==> src/rtl/hack_io_hub.sv <==
// Hack PC memory-mapped I/O hub: switch/button synchronisers, per-channel debouncers, W1C event latches, SEG/LED regs.
// Reads are combinational (zero latency); writes land on the clock edge; no backpressure, the CPU bus never stalls.
module hack_io_hub #(
  parameter int          N_BTN     = 5,
  parameter int          N_SW      = 16,
  parameter int          DB_CYCLES = 1_000_000,
  parameter logic [14:0] BASE_ADDR = 15'h6002
) (
  input  logic             clk,
  input  logic             reset_n,
  input  logic [14:0]      addr,
  input  logic [15:0]      wdata,
  input  logic             we,
  output logic             sel,
  output logic [15:0]      rdata,
  input  logic [N_BTN-1:0] btn_raw,
  input  logic [N_SW-1:0]  sw_raw,
  output logic [15:0]      seg_data,
  output logic [15:0]      led
);

  localparam int            CW       = $clog2(DB_CYCLES + 1);
  localparam logic [CW-1:0] CNT_LAST = CW'(DB_CYCLES - 1);

  localparam logic [2:0] OFF_SEG   = 3'd0;
  localparam logic [2:0] OFF_LED   = 3'd1;
  localparam logic [2:0] OFF_SW    = 3'd2;
  localparam logic [2:0] OFF_BTN   = 3'd3;
  localparam logic [2:0] OFF_PRESS = 3'd4;
  localparam logic [2:0] OFF_REL   = 3'd5;

  // Address decode: unsigned subtract wraps addresses below BASE_ADDR to large values.
  logic [15:0] off_full;
  logic [2:0]  off;
  logic        wr_en;

  assign off_full = {1'b0, addr} - {1'b0, BASE_ADDR};
  assign sel      = (off_full < 16'd6);
  assign off      = off_full[2:0];
  assign wr_en    = we & sel;

  logic [N_SW-1:0]  sw_s1_q, sw_s2_q;
  logic [N_BTN-1:0] btn_s1_q, btn_s2_q;

  always_ff @(posedge clk or negedge reset_n) begin
    if (!reset_n) begin
      sw_s1_q  <= '0;
      sw_s2_q  <= '0;
      btn_s1_q <= '0;
      btn_s2_q <= '0;
    end else begin
      sw_s1_q  <= sw_raw;
      sw_s2_q  <= sw_s1_q;
      btn_s1_q <= btn_raw;
      btn_s2_q <= btn_s1_q;
    end
  end

  logic [N_BTN-1:0] stable_q, stable_d;
  logic [CW-1:0]    cnt_q [N_BTN];
  logic [CW-1:0]    cnt_d [N_BTN];
  logic [N_BTN-1:0] press_set, rel_set;

  // A level is accepted on the DB_CYCLES-th consecutive disagreeing edge; any agreement restarts the count.
  always_comb begin
    stable_d  = stable_q;
    press_set = '0;
    rel_set   = '0;
    for (int i = 0; i < N_BTN; i++) begin
      cnt_d[i] = '0;
      if (btn_s2_q[i] != stable_q[i]) begin
        if (cnt_q[i] == CNT_LAST) begin
          stable_d[i]  = btn_s2_q[i];
          press_set[i] = btn_s2_q[i];
          rel_set[i]   = ~btn_s2_q[i];
        end else begin
          cnt_d[i] = cnt_q[i] + CW'(1);
        end
      end
    end
  end

  always_ff @(posedge clk or negedge reset_n) begin
    if (!reset_n) begin
      stable_q <= '0;
      for (int i = 0; i < N_BTN; i++) cnt_q[i] <= '0;
    end else begin
      stable_q <= stable_d;
      for (int i = 0; i < N_BTN; i++) cnt_q[i] <= cnt_d[i];
    end
  end

  logic [15:0]      seg_q, seg_d, led_q, led_d;
  logic [N_BTN-1:0] press_q, press_d, rel_q, rel_d;
  logic [N_BTN-1:0] press_clr, rel_clr;

  // Event set is OR'd after the clear so a same-edge set survives a W1C.
  always_comb begin
    seg_d     = seg_q;
    led_d     = led_q;
    press_clr = '0;
    rel_clr   = '0;
    if (wr_en) begin
      case (off)
        OFF_SEG:   seg_d     = wdata;
        OFF_LED:   led_d     = wdata;
        OFF_PRESS: press_clr = wdata[N_BTN-1:0];
        OFF_REL:   rel_clr   = wdata[N_BTN-1:0];
        default:   ;
      endcase
    end
    press_d = (press_q & ~press_clr) | press_set;
    rel_d   = (rel_q & ~rel_clr) | rel_set;
  end

  always_ff @(posedge clk or negedge reset_n) begin
    if (!reset_n) begin
      seg_q   <= '0;
      led_q   <= '0;
      press_q <= '0;
      rel_q   <= '0;
    end else begin
      seg_q   <= seg_d;
      led_q   <= led_d;
      press_q <= press_d;
      rel_q   <= rel_d;
    end
  end

  always_comb begin
    rdata = '0;
    if (sel) begin
      case (off)
        OFF_SEG:   rdata = seg_q;
        OFF_LED:   rdata = led_q;
        OFF_SW:    rdata = 16'(sw_s2_q);
        OFF_BTN:   rdata = 16'(stable_q);
        OFF_PRESS: rdata = 16'(press_q);
        OFF_REL:   rdata = 16'(rel_q);
        default:   rdata = '0;
      endcase
    end
  end

  assign seg_data = seg_q;
  assign led      = led_q;

endmodule

==> config.mk <==
export PLATFORM = sky130hd
export DESIGN_NAME = hack_io_hub
export DESIGN_NICKNAME = d
export VERILOG_FILES = /design/src/rtl/hack_io_hub.sv
export SDC_FILE = /design/constraint.sdc
export NUM_CORES = 1
export LEC_CHECK = 0
export ABC_AREA = 1
export CAP_MARGIN = 25
export CORE_MARGIN = 2
export CORE_UTILIZATION = 40
export CTS_CLUSTER_DIAMETER = 150
export DETAILED_ROUTE_END_ITERATION = 10
export PLACE_DENSITY = 0.65
export SKIP_CTS_REPAIR_TIMING = 1
export SKIP_LAST_GASP = 1
export SYNTH_ARGS = -nofsm -noshare
export SYNTH_HDL_FRONTEND = slang
export SYNTH_SLANG_ARGS = --single-unit
==> constraint.sdc <==
create_clock -name clk -period 5.5 [get_ports clk]
set_input_delay 0.825 -clock clk [delete_from_list [all_inputs] [get_ports clk]]
set_output_delay 0.825 -clock clk [all_outputs]
set_load 0.005 [all_outputs]
==> results of run 1 <==
cell usage in the layout (no fill, tap or decap), drive strengths merged, types with 2 or more instances in the layout:
| cell | count |
|---|---|
| nand3 | 60 |
| xor2 | 31 |
| clkbuf | 19 |
| dfrtp | 189 |
| nor4 | 5 |
| clkinv | 3 |
| buf | 5 |
| a22oi | 10 |
| o21ai | 21 |
| xnor2 | 7 |
| and3 | 3 |
| nand4 | 76 |
| nor3 | 46 |
| nor3b | 9 |
| bufinv | 3 |
| clkdlybuf4s50 | 101 |
| a21oi | 33 |
| or2 | 2 |
| ha | 7 |
| nor2 | 235 |
| a31oi | 6 |
| o22ai | 5 |
| nand2 | 272 |
| inv | 164 |
| clkinvlp | 2 |
state kept, by name, summed over array words and instances (netlist names):
| register | count |
|---|---|
| seg_data | 16 |
| sw_s1_q | 16 |
| sw_s2_q | 16 |
| btn_s2_q | 5 |
| led | 16 |
| cnt_q | 100 |
| stable_q | 5 |
| btn_s1_q | 5 |
| rel_q | 5 |
| press_q | 5 |
stage by stage:
| step | setup WS, ns | instances |
|---|---|---|
| global placement | 0.9959 | 1605 |
| finish | 0.8710 | 1637 |
| detailed placement | 0.9070 | 1605 |
| global route | 0.6330 | 1637 |
| floorplan | 2.497 | 1201 |
| CTS | 0.8962 | 1637 |
cells by family after synthesis:
logic type / Yosys count
AO/OA/AOI/OAI: 77
flip-flops: 189
adder cells (fa/ha/maj): 7
AND/OR/NAND/NOR: 710
XOR/XNOR: 38
buffers and inverters: 180
cells in the mapped netlist, drive strengths merged (7+ instances only):
cell type	n
inv	158
nor3	46
a21oi	33
dfrtp	189
nor2	235
nand4	76
a22oi	10
xnor2	7
o21ai	21
nor3b	9
buf	16
nand3	60
nand2	272
xor2	31
ha	7
worst max path at each step:
stage             from         to  slack, ns  cells after the start
3_5_place_dp   addr[1]   rdata[0]       0.91                     10
3_3_place_gp   addr[1]   rdata[3]        1.0                     10
5_1_grt        addr[1]   rdata[2]       0.63                     10
4_1_cts        addr[1]   rdata[0]       0.90                     10
6_report       addr[1]   rdata[0]       0.87                     10
2_1_floorplan  addr[1]  rdata[10]       2.50                     11
worst max-delay path, stage by stage:
cell                              delay, ns
sky130_fd_sc_hd__clkdlybuf4s50_1       0.60
sky130_fd_sc_hd__inv_2                 0.13
sky130_fd_sc_hd__ha_1                  0.42
sky130_fd_sc_hd__nand3_1               0.60
sky130_fd_sc_hd__o22ai_1               0.37
sky130_fd_sc_hd__a21oi_1               0.08
sky130_fd_sc_hd__nand3_1               0.08
sky130_fd_sc_hd__nand2_1               0.08
sky130_fd_sc_hd__nor2_1                0.11
sky130_fd_sc_hd__clkdlybuf4s50_1       0.50
cell type report:
cell class	count	area share, %
clock inverter	14	1.592
tap	319	3.502
inverter	158	5.204
timing repair buffer	107	9.299
clock buffer	18	3.853
sequential	189	41.50
multi-input combinational	832	35.05
power breakdown:
part / internal [mW] / switching (mW) / total, mW
Combinational: 0.0591 / 0.106 / 0.165
Sequential: 1.41 / 0.0133 / 1.43
Clock: 0.739 / 0.562 / 1.30
Total: 2.21 / 0.681 / 2.89
metal layers:
| layer | up-vias | GRT usage [%] | share of wire (%) | wire (um) |
|---|---|---|---|---|
| li1 | 4076 | - | - | - |
| met1 | 3755 | 26.82 | 49 | 10990 |
| met2 | 172 | 29.83 | 45 | 10230 |
| met3 | 21 | 4.024 | 4.7 | 1053 |
| met4 | 0 | 4.589 | 1.3 | 297 |
| met5 | - | 0 | 0 | 0 |
==> reports/results.ini, run 1 <==
[synth]
synthSimpleGateAreaFrac_pct = 33.31
synth-seq-area-share_pct = 50.10
muxShareOfSynthArea_pct = 0
syn_avg_cell_area_sq_um = 7.860
async_reset_ff_share_pct = 100.0
synth.area.top_cells = sky130_fd_sc_hd__dfrtp_1 50%, sky130_fd_sc_hd__nand2_1 11%, sky130_fd_sc_hd__nor2_1 9.2%
synth.net_count = 1263
ys_warn_count = 0
post_synthesis_compound_gate_area_fraction_pct = 4.559
syn_area_sq_um = 9440
cell_taking_the_most_area_after_synthesis = sky130_fd_sc_hd__dfrtp_1
number_of_flops_mapped_to_enable_cells_by_yosys = 0
post-synth-top-area-fraction_pct = 50.10
mapped_cells = 1201
synth_cell_type_count = 36
synth_fa_ha_area_share_pct = 0.9278
ys_ff_latch = 189
synth_top_family_by_area = simple AND/OR/NAND/NOR gates
post_synth_xor_area_fraction_pct = 3.526
yosys_most_used_dff = sky130_fd_sc_hd__dfrtp_1

[floorplanning]
die_h_um = 157.6
boundaryPins = 104
die-width_um = 157.6
floorplan.core_area_sq_um = 23330
start_util_pct = 40.46
design.die.area_sq_um = 24850
floorplan.rows = 56

[timing]
period_minus_slack_ns = 4.629
relSlewSlack_pct = 41.44
final.setup.tns_ns = 0
rsz0062_at_grt = false
fin_crit_sh_pct = 84.16
worst_pin_slew_ns = 0.8785
maxClockFrequency_mhz = 216.0
report.final.setup_viol = 0
timing.hold.ws_ns = 0.3466
worst_case_clock_skew_ns = 0.009103
timing.final.max_slew_violations = 0
hold_violations = 0

[status]
run_status = finished clean

[place]
placement.io_buffers = 103
detailedPlacementHpwl_um = 16070
detailed_place.area_sq_um = 10780
place_congestion = 0.8756

[finish]
finalInstanceArea_sq_um = 11400
num-nets-final = 1367
multiInputGateArea_sq_um = 3995
synthesis_to_finish_area_growth_pct = 20.73
fillerInstances = 2214
final_core_util_pct = 48.85
ff_latch_area_sq_um = 4730
drive_above_1_share_pct = 4.401
antenna_cells = 0

[cts]
cts.htree.levels = 4
clk-insertion-delay-late_ns = 0.43
cts_tree = built
cts_max_path_buffers = 2
worst_setup_hold_path_clk_slew_ns = 0.08
tritoncts_num_sinks = 189
cts_made_buffers = 17
clockRootBuffer = sky130_fd_sc_hd__clkbuf_16

[route]
overall_via_count_from_detail_route = 8024
antenna_left = 0
drc = 0
routed_wirelength_um = 22570
drt-initial-drc-count = 705
vias_per_cell = 4.902
first_pass_iters = 5
route.detailed.wl_per_inst_um = 13.79

[critical_path]
crit_fanout = 15
setup.reg_to_reg.worst_slack_ns = 3.51
crit_required_ns = 4.68
reg2reg_from = cnt_q[60]
cp_data_arrival_time_ns = 3.80
start_kind = input port
worst_r2r_path_depth = 10
critPathKind = input port to output port
r2r-end = cnt_q[76]
timing.critical_path.to_type = output port

[pwr]
total_power_mw = 2.893
ir_drop_mv = 0.1866
power_per_cell_area_nw_per_um2 = 253.9
p_leak_nw = 5.068

[hold_path]
holdCritStartpoint = sw_s1_q[6]
min_path_cells = 0
timing.hold.worst_endpoint = sw_s2_q[6]
timing.hold.worst.class = register to register

[global_route]
overflow = 0
grt.total_usage_pct = 18.96
wire_length_of_the_first_global_routing_pass_um = 37720
grt_pass1_vias = 7657
grt_antenna_before_repair = 0
grt_max_degree = 112

[job]
maxCapViolations = 0

Power figures use the tool's default switching activity.
==> run 2: changes to the inputs <==
==> constraint.sdc (replaced) <==
create_clock -name clk -period 4.31 [get_ports clk]
set_input_delay 0.6465 -clock clk [delete_from_list [all_inputs] [get_ports clk]]
set_output_delay 0.6465 -clock clk [all_outputs]
set_load 0.005 [all_outputs]
==> run 2 against run 1 <==
Effect of this change: power increased by 24%; global-route usage decreased by 0.19 points; clock power increased by 19%; sequential cell count unchanged; register-to-register slack got worse by 1.2 ns; design area increased by 0.15%; worst setup slack got worse by 0.50 ns; worst hold slack got worse by 0.065 ns; non-clock buffer count increased by 4.
==> reports/results.ini, run 2 (synthesis results as in run 1) <==
[status]
run_status = finished clean

[global_route]
grt_pass1_vias = 7655  ; -0.026%
overflow = 0  ; unchanged
wire_length_of_the_first_global_routing_pass_um = 37310  ; -1.1%
grt.total_usage_pct = 18.77  ; -0.19 points
grt_max_degree = 106  ; -5.4%
grt_antenna_before_repair = 1  ; +1

[place]
detailed_place.area_sq_um = 10820  ; +0.44%
placement.io_buffers = 103  ; unchanged
post-place-cells = 1608  ; +0.19%
place_congestion = 0.8751  ; about the same
dpl_worst_slack_ns = 0.2100  ; -0.6970 ns
detailedPlacementHpwl_um = 16060  ; about the same

[finish]
drive_above_1_share_pct = 4.618  ; +0.22 points
flip_flop_count_of_the_largest_register_after_layout = 100  ; unchanged
mostFrequentLayoutCells = 270 x sky130_fd_sc_hd__nand2_1, 232 x sky130_fd_sc_hd__nor2_1, 189 x sky130_fd_sc_hd__dfrtp_1, 153 x sky130_fd_sc_hd__inv_1, 101 x sky130_fd_sc_hd__clkdlybuf4s50_1
post_layout_nonfiller_instances = 1641  ; +0.24%
finalInstanceArea_sq_um = 11410  ; +0.15%
biggest_register = cnt_q
layout.cells.most_common = sky130_fd_sc_hd__nand2_1
synthesis_to_finish_area_growth_pct = 20.91
fillerInstances = 2232  ; +0.81%
num-nets-final = 1371  ; +0.29%

[floorplanning]
floorplan.core_area_sq_um = 23330  ; unchanged
start_util_pct = 40.46  ; unchanged
boundaryPins = 104  ; unchanged
design.die.area_sq_um = 24850  ; unchanged
die-width_um = 157.6  ; unchanged
floorplan.rows = 56  ; unchanged
die_h_um = 157.6  ; unchanged

[cts]
worst_setup_hold_path_clk_slew_ns = 0.07  ; about the same
cts_tree = built
tritoncts_num_sinks = 189  ; unchanged
cts_made_buffers = 17  ; unchanged
cts_max_path_buffers = 2  ; unchanged
clockRootBuffer = sky130_fd_sc_hd__clkbuf_16
clk-insertion-delay-late_ns = 0.43  ; about the same
cts.htree.levels = 4  ; unchanged

[route]
overall_via_count_from_detail_route = 8053  ; +0.36%
vias_per_cell = 4.907  ; +0.12%
route.detailed.wl_per_inst_um = 13.63  ; -1.1%
drc = 0  ; unchanged
first_pass_iters = 6  ; +1
drt-initial-drc-count = 630  ; -11%
routed_wirelength_um = 22370  ; -0.89%
antenna_left = 0  ; unchanged

[critical_path]
start_kind = input port
timing.critical_path.to_type = output port
crit_required_ns = 3.66  ; -1.02 ns
critPathKind = input port to output port
worst_r2r_path_depth = 10  ; unchanged
crit_fanout = 10  ; -5
cp_data_arrival_time_ns = 3.30  ; -0.50 ns

[pwr]
total_power_mw = 3.590  ; +24%
power_per_cell_area_nw_per_um2 = 314.5  ; +24%
p_leak_nw = 5.072  ; about the same
ir_drop_mv = 0.2541  ; +36%

[timing]
period_minus_slack_ns = 3.943
final.setup.tns_ns = 0  ; unchanged
finalWorstSetupSlack_ns = 0.3669  ; -0.5040 ns
maxClockFrequency_mhz = 253.6
timing.final.max_slew_violations = 0  ; unchanged
worst_case_clock_skew_ns = 0.01020  ; +0.001094 ns
rsz0062_at_grt = false
report.final.setup_viol = 0  ; unchanged
hold_violations = 0  ; unchanged
fin_crit_sh_pct = 91.49
worst_pin_slew_ns = 0.8718  ; -0.006631 ns
relSlewSlack_pct = 41.88  ; +0.44 points

[job]
maxCapViolations = 0  ; unchanged

[hold_path]
timing.hold.worst.class = input port to asynchronous set/reset pin

[run 2: cell types whose count changed in the layout (fill, tap and decap cells not counted), sizes merged]
cell / previous run / this run
clkinv: 3 / 2
buf: 5 / 9
bufinv: 3 / 1
clkinvlp: 2 / 3
diode: 0 / 1
clkbuf: 19 / 20
[run 2: area by class of cell]
class,instances,area [sq um],share of cell area (%)
inverters,158,593.1,5.196
clock buffers,19,452.9,3.968
repair buffers,111,1115,9.767
multi-input cells,832,3995,35.00
clock inverters,12,127.6,1.118
flip-flops and latches,189,4730,41.43
diodes,1,2.502,0.02192
well taps,319,399.1,3.497
[run 2: final timing paths]
kind,start,endpoint,slack (ns)
setup / recovery,addr[1],rdata[1],0.37
hold / removal,reset_n,sw_s2_q[10],0.28
setup reg to reg,cnt_q[60],cnt_q[76],2.29
hold reg to reg,sw_s1_q[11],sw_s2_q[11],0.34
max in group asynchronous,reset_n,cnt_q[37],3.07
min in group clk,sw_s1_q[11],sw_s2_q[11],0.34
[run 2: worst max-delay path, stage by stage]
cell and delay, ns:
sky130_fd_sc_hd__clkdlybuf4s50_1 0.59, sky130_fd_sc_hd__inv_2 0.13, sky130_fd_sc_hd__ha_1 0.41, sky130_fd_sc_hd__inv_1 0.14, sky130_fd_sc_hd__nand3_1 0.31, sky130_fd_sc_hd__nor2_1 0.19, sky130_fd_sc_hd__a21oi_1 0.05, sky130_fd_sc_hd__nand3_1 0.14
sky130_fd_sc_hd__nand2_1 0.08, sky130_fd_sc_hd__nor2_1 0.11, sky130_fd_sc_hd__clkdlybuf4s50_1 0.50
[run 2: stage by stage]
stage | utilization [%] | hold WS (ns)
after global placement | 46.39 | 0.3320
after floorplan | - | 0.3312
after detailed placement | 46.39 | 0.3364
final | 48.92 | 0.2813
after global routing | 48.92 | 0.3333
after CTS | 48.88 | 0.3479
[run 2: per-layer routing]
layer	part of all wire [%]	global-route usage [%]
met2	46	29.50
met3	4.7	4.106
met5	0	0
met4	1.2	5.325
met1	48	26.16
[run 2: report_power, final]
group	internal (mW)	leakage, nW	switching [mW]	total [mW]
clock	0.841	0.277	0.711	1.55
sequential	1.80	2.48	0.0165	1.82
combinational	0.0796	2.32	0.137	0.217
total	2.72	5.07	0.865	3.59
==> run 3: changes to the inputs <==
--- a/config.mk
+++ b/config.mk
@@ -7,6 +7,7 @@
 export LEC_CHECK = 0
 export ABC_AREA = 1
 export CAP_MARGIN = 25
+export CORE_ASPECT_RATIO = 0.5
 export CORE_MARGIN = 2
 export CORE_UTILIZATION = 40
 export CTS_CLUSTER_DIAMETER = 150
==> run 3 against run 2 <==
Effect of this change: design area rose by 0.21%; combinational power is essentially flat; clock skew about the same; maximum frequency grew 0.33%; worst setup slack gained 0.013 ns; global-route usage increased by 0.24 points; critical path depth unchanged; wire length is 1.2% higher; register-to-register slack got worse by 0.02 ns; critical path type unchanged.
==> reports/results.ini, run 3 (synthesis results as in run 1) <==
[critical_path]
start_kind = input port
setup.reg_to_reg.worst_slack_ns = 2.27  ; -0.02 ns
cp_data_arrival_time_ns = 3.28  ; -0.02 ns
worst_r2r_path_depth = 10  ; unchanged
timing.critical_path.to_type = output port
r2r-end = cnt_q[76]
crit_required_ns = 3.66  ; about the same
crit_fanout = 25  ; +15
critPathKind = input port to output port
reg2reg_from = cnt_q[60]

[finish]
antenna_cells = 0  ; -1
mostFrequentLayoutCells = 270 x sky130_fd_sc_hd__nand2_1, 232 x sky130_fd_sc_hd__nor2_1, 189 x sky130_fd_sc_hd__dfrtp_1, 153 x sky130_fd_sc_hd__inv_1, 102 x sky130_fd_sc_hd__clkdlybuf4s50_1
synthesis_to_finish_area_growth_pct = 21.17
layout.cells.most_common = sky130_fd_sc_hd__nand2_1
drive_above_1_share_pct = 4.686  ; +0.069 points
flip_flop_count_of_the_largest_register_after_layout = 100  ; unchanged
num-nets-final = 1372  ; +0.073%
final_core_util_pct = 49.77  ; +0.85 points
biggest_register = cnt_q

[pwr]
total_power_mw = 3.678  ; +2.4%
p_leak_nw = 5.098  ; +0.52%
power_per_cell_area_nw_per_um2 = 321.5  ; +2.2%
ir_drop_mv = 0.2708  ; +6.6%

[global_route]
overflow = 0  ; unchanged
wire_length_of_the_first_global_routing_pass_um = 38380  ; +2.9%
grt_pass1_vias = 7926  ; +3.5%
grt_max_degree = 113  ; +6.6%
grt.total_usage_pct = 19.00  ; +0.24 points
grt_antenna_before_repair = 0  ; -1

[place]
placement.io_buffers = 103  ; unchanged
dpl_worst_slack_ns = 0.3956  ; +0.1857 ns
detailedPlacementHpwl_um = 16470  ; +2.6%
place_congestion = 0.8953  ; +2.3%

[timing]
finalWorstSetupSlack_ns = 0.3800  ; +0.01309 ns
worst_pin_slew_ns = 0.8001  ; -0.07174 ns
rsz0062_at_grt = false
worst_case_clock_skew_ns = 0.01003  ; -0.0001693 ns
maxClockFrequency_mhz = 254.5  ; +0.33%
final.setup.tns_ns = 0  ; unchanged
relSlewSlack_pct = 46.46  ; +4.6 points
fin_crit_sh_pct = 91.18  ; -0.30 points
hold_violations = 0  ; unchanged
period_minus_slack_ns = 3.930  ; -0.01309 ns
timing.final.max_slew_violations = 0  ; unchanged
report.final.setup_viol = 0  ; unchanged

[cts]
cts_max_path_buffers = 2  ; unchanged
tritoncts_num_sinks = 189  ; unchanged
cts_made_buffers = 17  ; unchanged
cts.htree.levels = 4  ; unchanged
clockRootBuffer = sky130_fd_sc_hd__clkbuf_16
worst_setup_hold_path_clk_slew_ns = 0.07  ; about the same
cts_tree = built
clk-insertion-delay-late_ns = 0.44  ; about the same

[route]
first_pass_iters = 5  ; -1
routed_wirelength_um = 22650  ; +1.2%
drt-initial-drc-count = 651  ; +3.3%
drc = 0  ; unchanged
antenna_left = 0  ; unchanged
vias_per_cell = 4.988  ; +1.6%
route.detailed.wl_per_inst_um = 13.89  ; +1.9%
overall_via_count_from_detail_route = 8131  ; +0.97%

[floorplanning]
die_h_um = 112.6  ; -29%
boundaryPins = 104  ; unchanged
floorplan.core_area_sq_um = 22980  ; -1.5%
start_util_pct = 41.07  ; +0.61 points
design.die.area_sq_um = 24920  ; +0.30%
die-width_um = 221.3  ; +40%
floorplan.rows = 39  ; -30%

[job]
maxCapViolations = 0  ; unchanged

[status]
run_status = finished clean

[hold_path]
timing.hold.worst.class = input port to asynchronous set/reset pin

==> run 3: how the worst max path moves through the flow <==
stage	from	to	slack, ns	cells after the start
floorplan	addr[1]	rdata[10]	1.66	11
CTS	addr[1]	rdata[0]	0.38	11
global placement	addr[1]	rdata[4]	0.43	12
detailed placement	addr[1]	rdata[0]	0.40	11
finish	addr[1]	rdata[0]	0.38	11
global route	addr[1]	rdata[1]	0.18	12
==> run 3: critical path, cell delays in order <==
cell and delay, ns:
sky130_fd_sc_hd__clkdlybuf4s50_1 0.52, sky130_fd_sc_hd__inv_2 0.10, sky130_fd_sc_hd__ha_1 0.42, sky130_fd_sc_hd__nand3_1 0.12, sky130_fd_sc_hd__inv_2 0.41, sky130_fd_sc_hd__buf_4 0.24
sky130_fd_sc_hd__nand2_1 0.05, sky130_fd_sc_hd__nand3_1 0.08, sky130_fd_sc_hd__nand2_1 0.06, sky130_fd_sc_hd__nor2_1 0.12, sky130_fd_sc_hd__clkdlybuf4s50_1 0.51
==> run 3: area by class of cell <==
cell class / count / area, sq um
Sequential cell: 189 / 4730
Tap cell: 307 / 384.1
Inverter: 158 / 593.1
Clock buffer: 17 / 425.4
Clock inverter: 15 / 196.4
Multi-Input combinational cell: 832 / 3995
Fill cell: 2175 / 11540
Timing Repair Buffer: 112 / 1115
==> run 3: layer usage <==
layer	global-route usage, %	routed length [um]	up-vias
li1	-	-	4093
met1	26.20	10860	3834
met2	29.63	10350	170
met3	3.691	960	34
met4	7.785	472	0
met5	0	0	-
==> run 3: through the flow <==
step                      area (sq um)  hold slack, ns  std cells
final                            11440          0.2111       1630
after global routing             11440          0.2470       1630
after CTS                        11440          0.2297       1630
after detailed placement         10820          0.3347       1598
after global placement           10820          0.3322       1598
after floorplan                   9440          0.3312       1201
==> run 3: power breakdown <==
group / internal, mW / switching, mW
combinational: 0.0800 / 0.138
sequential: 1.80 / 0.0163
clock: 0.887 / 0.753
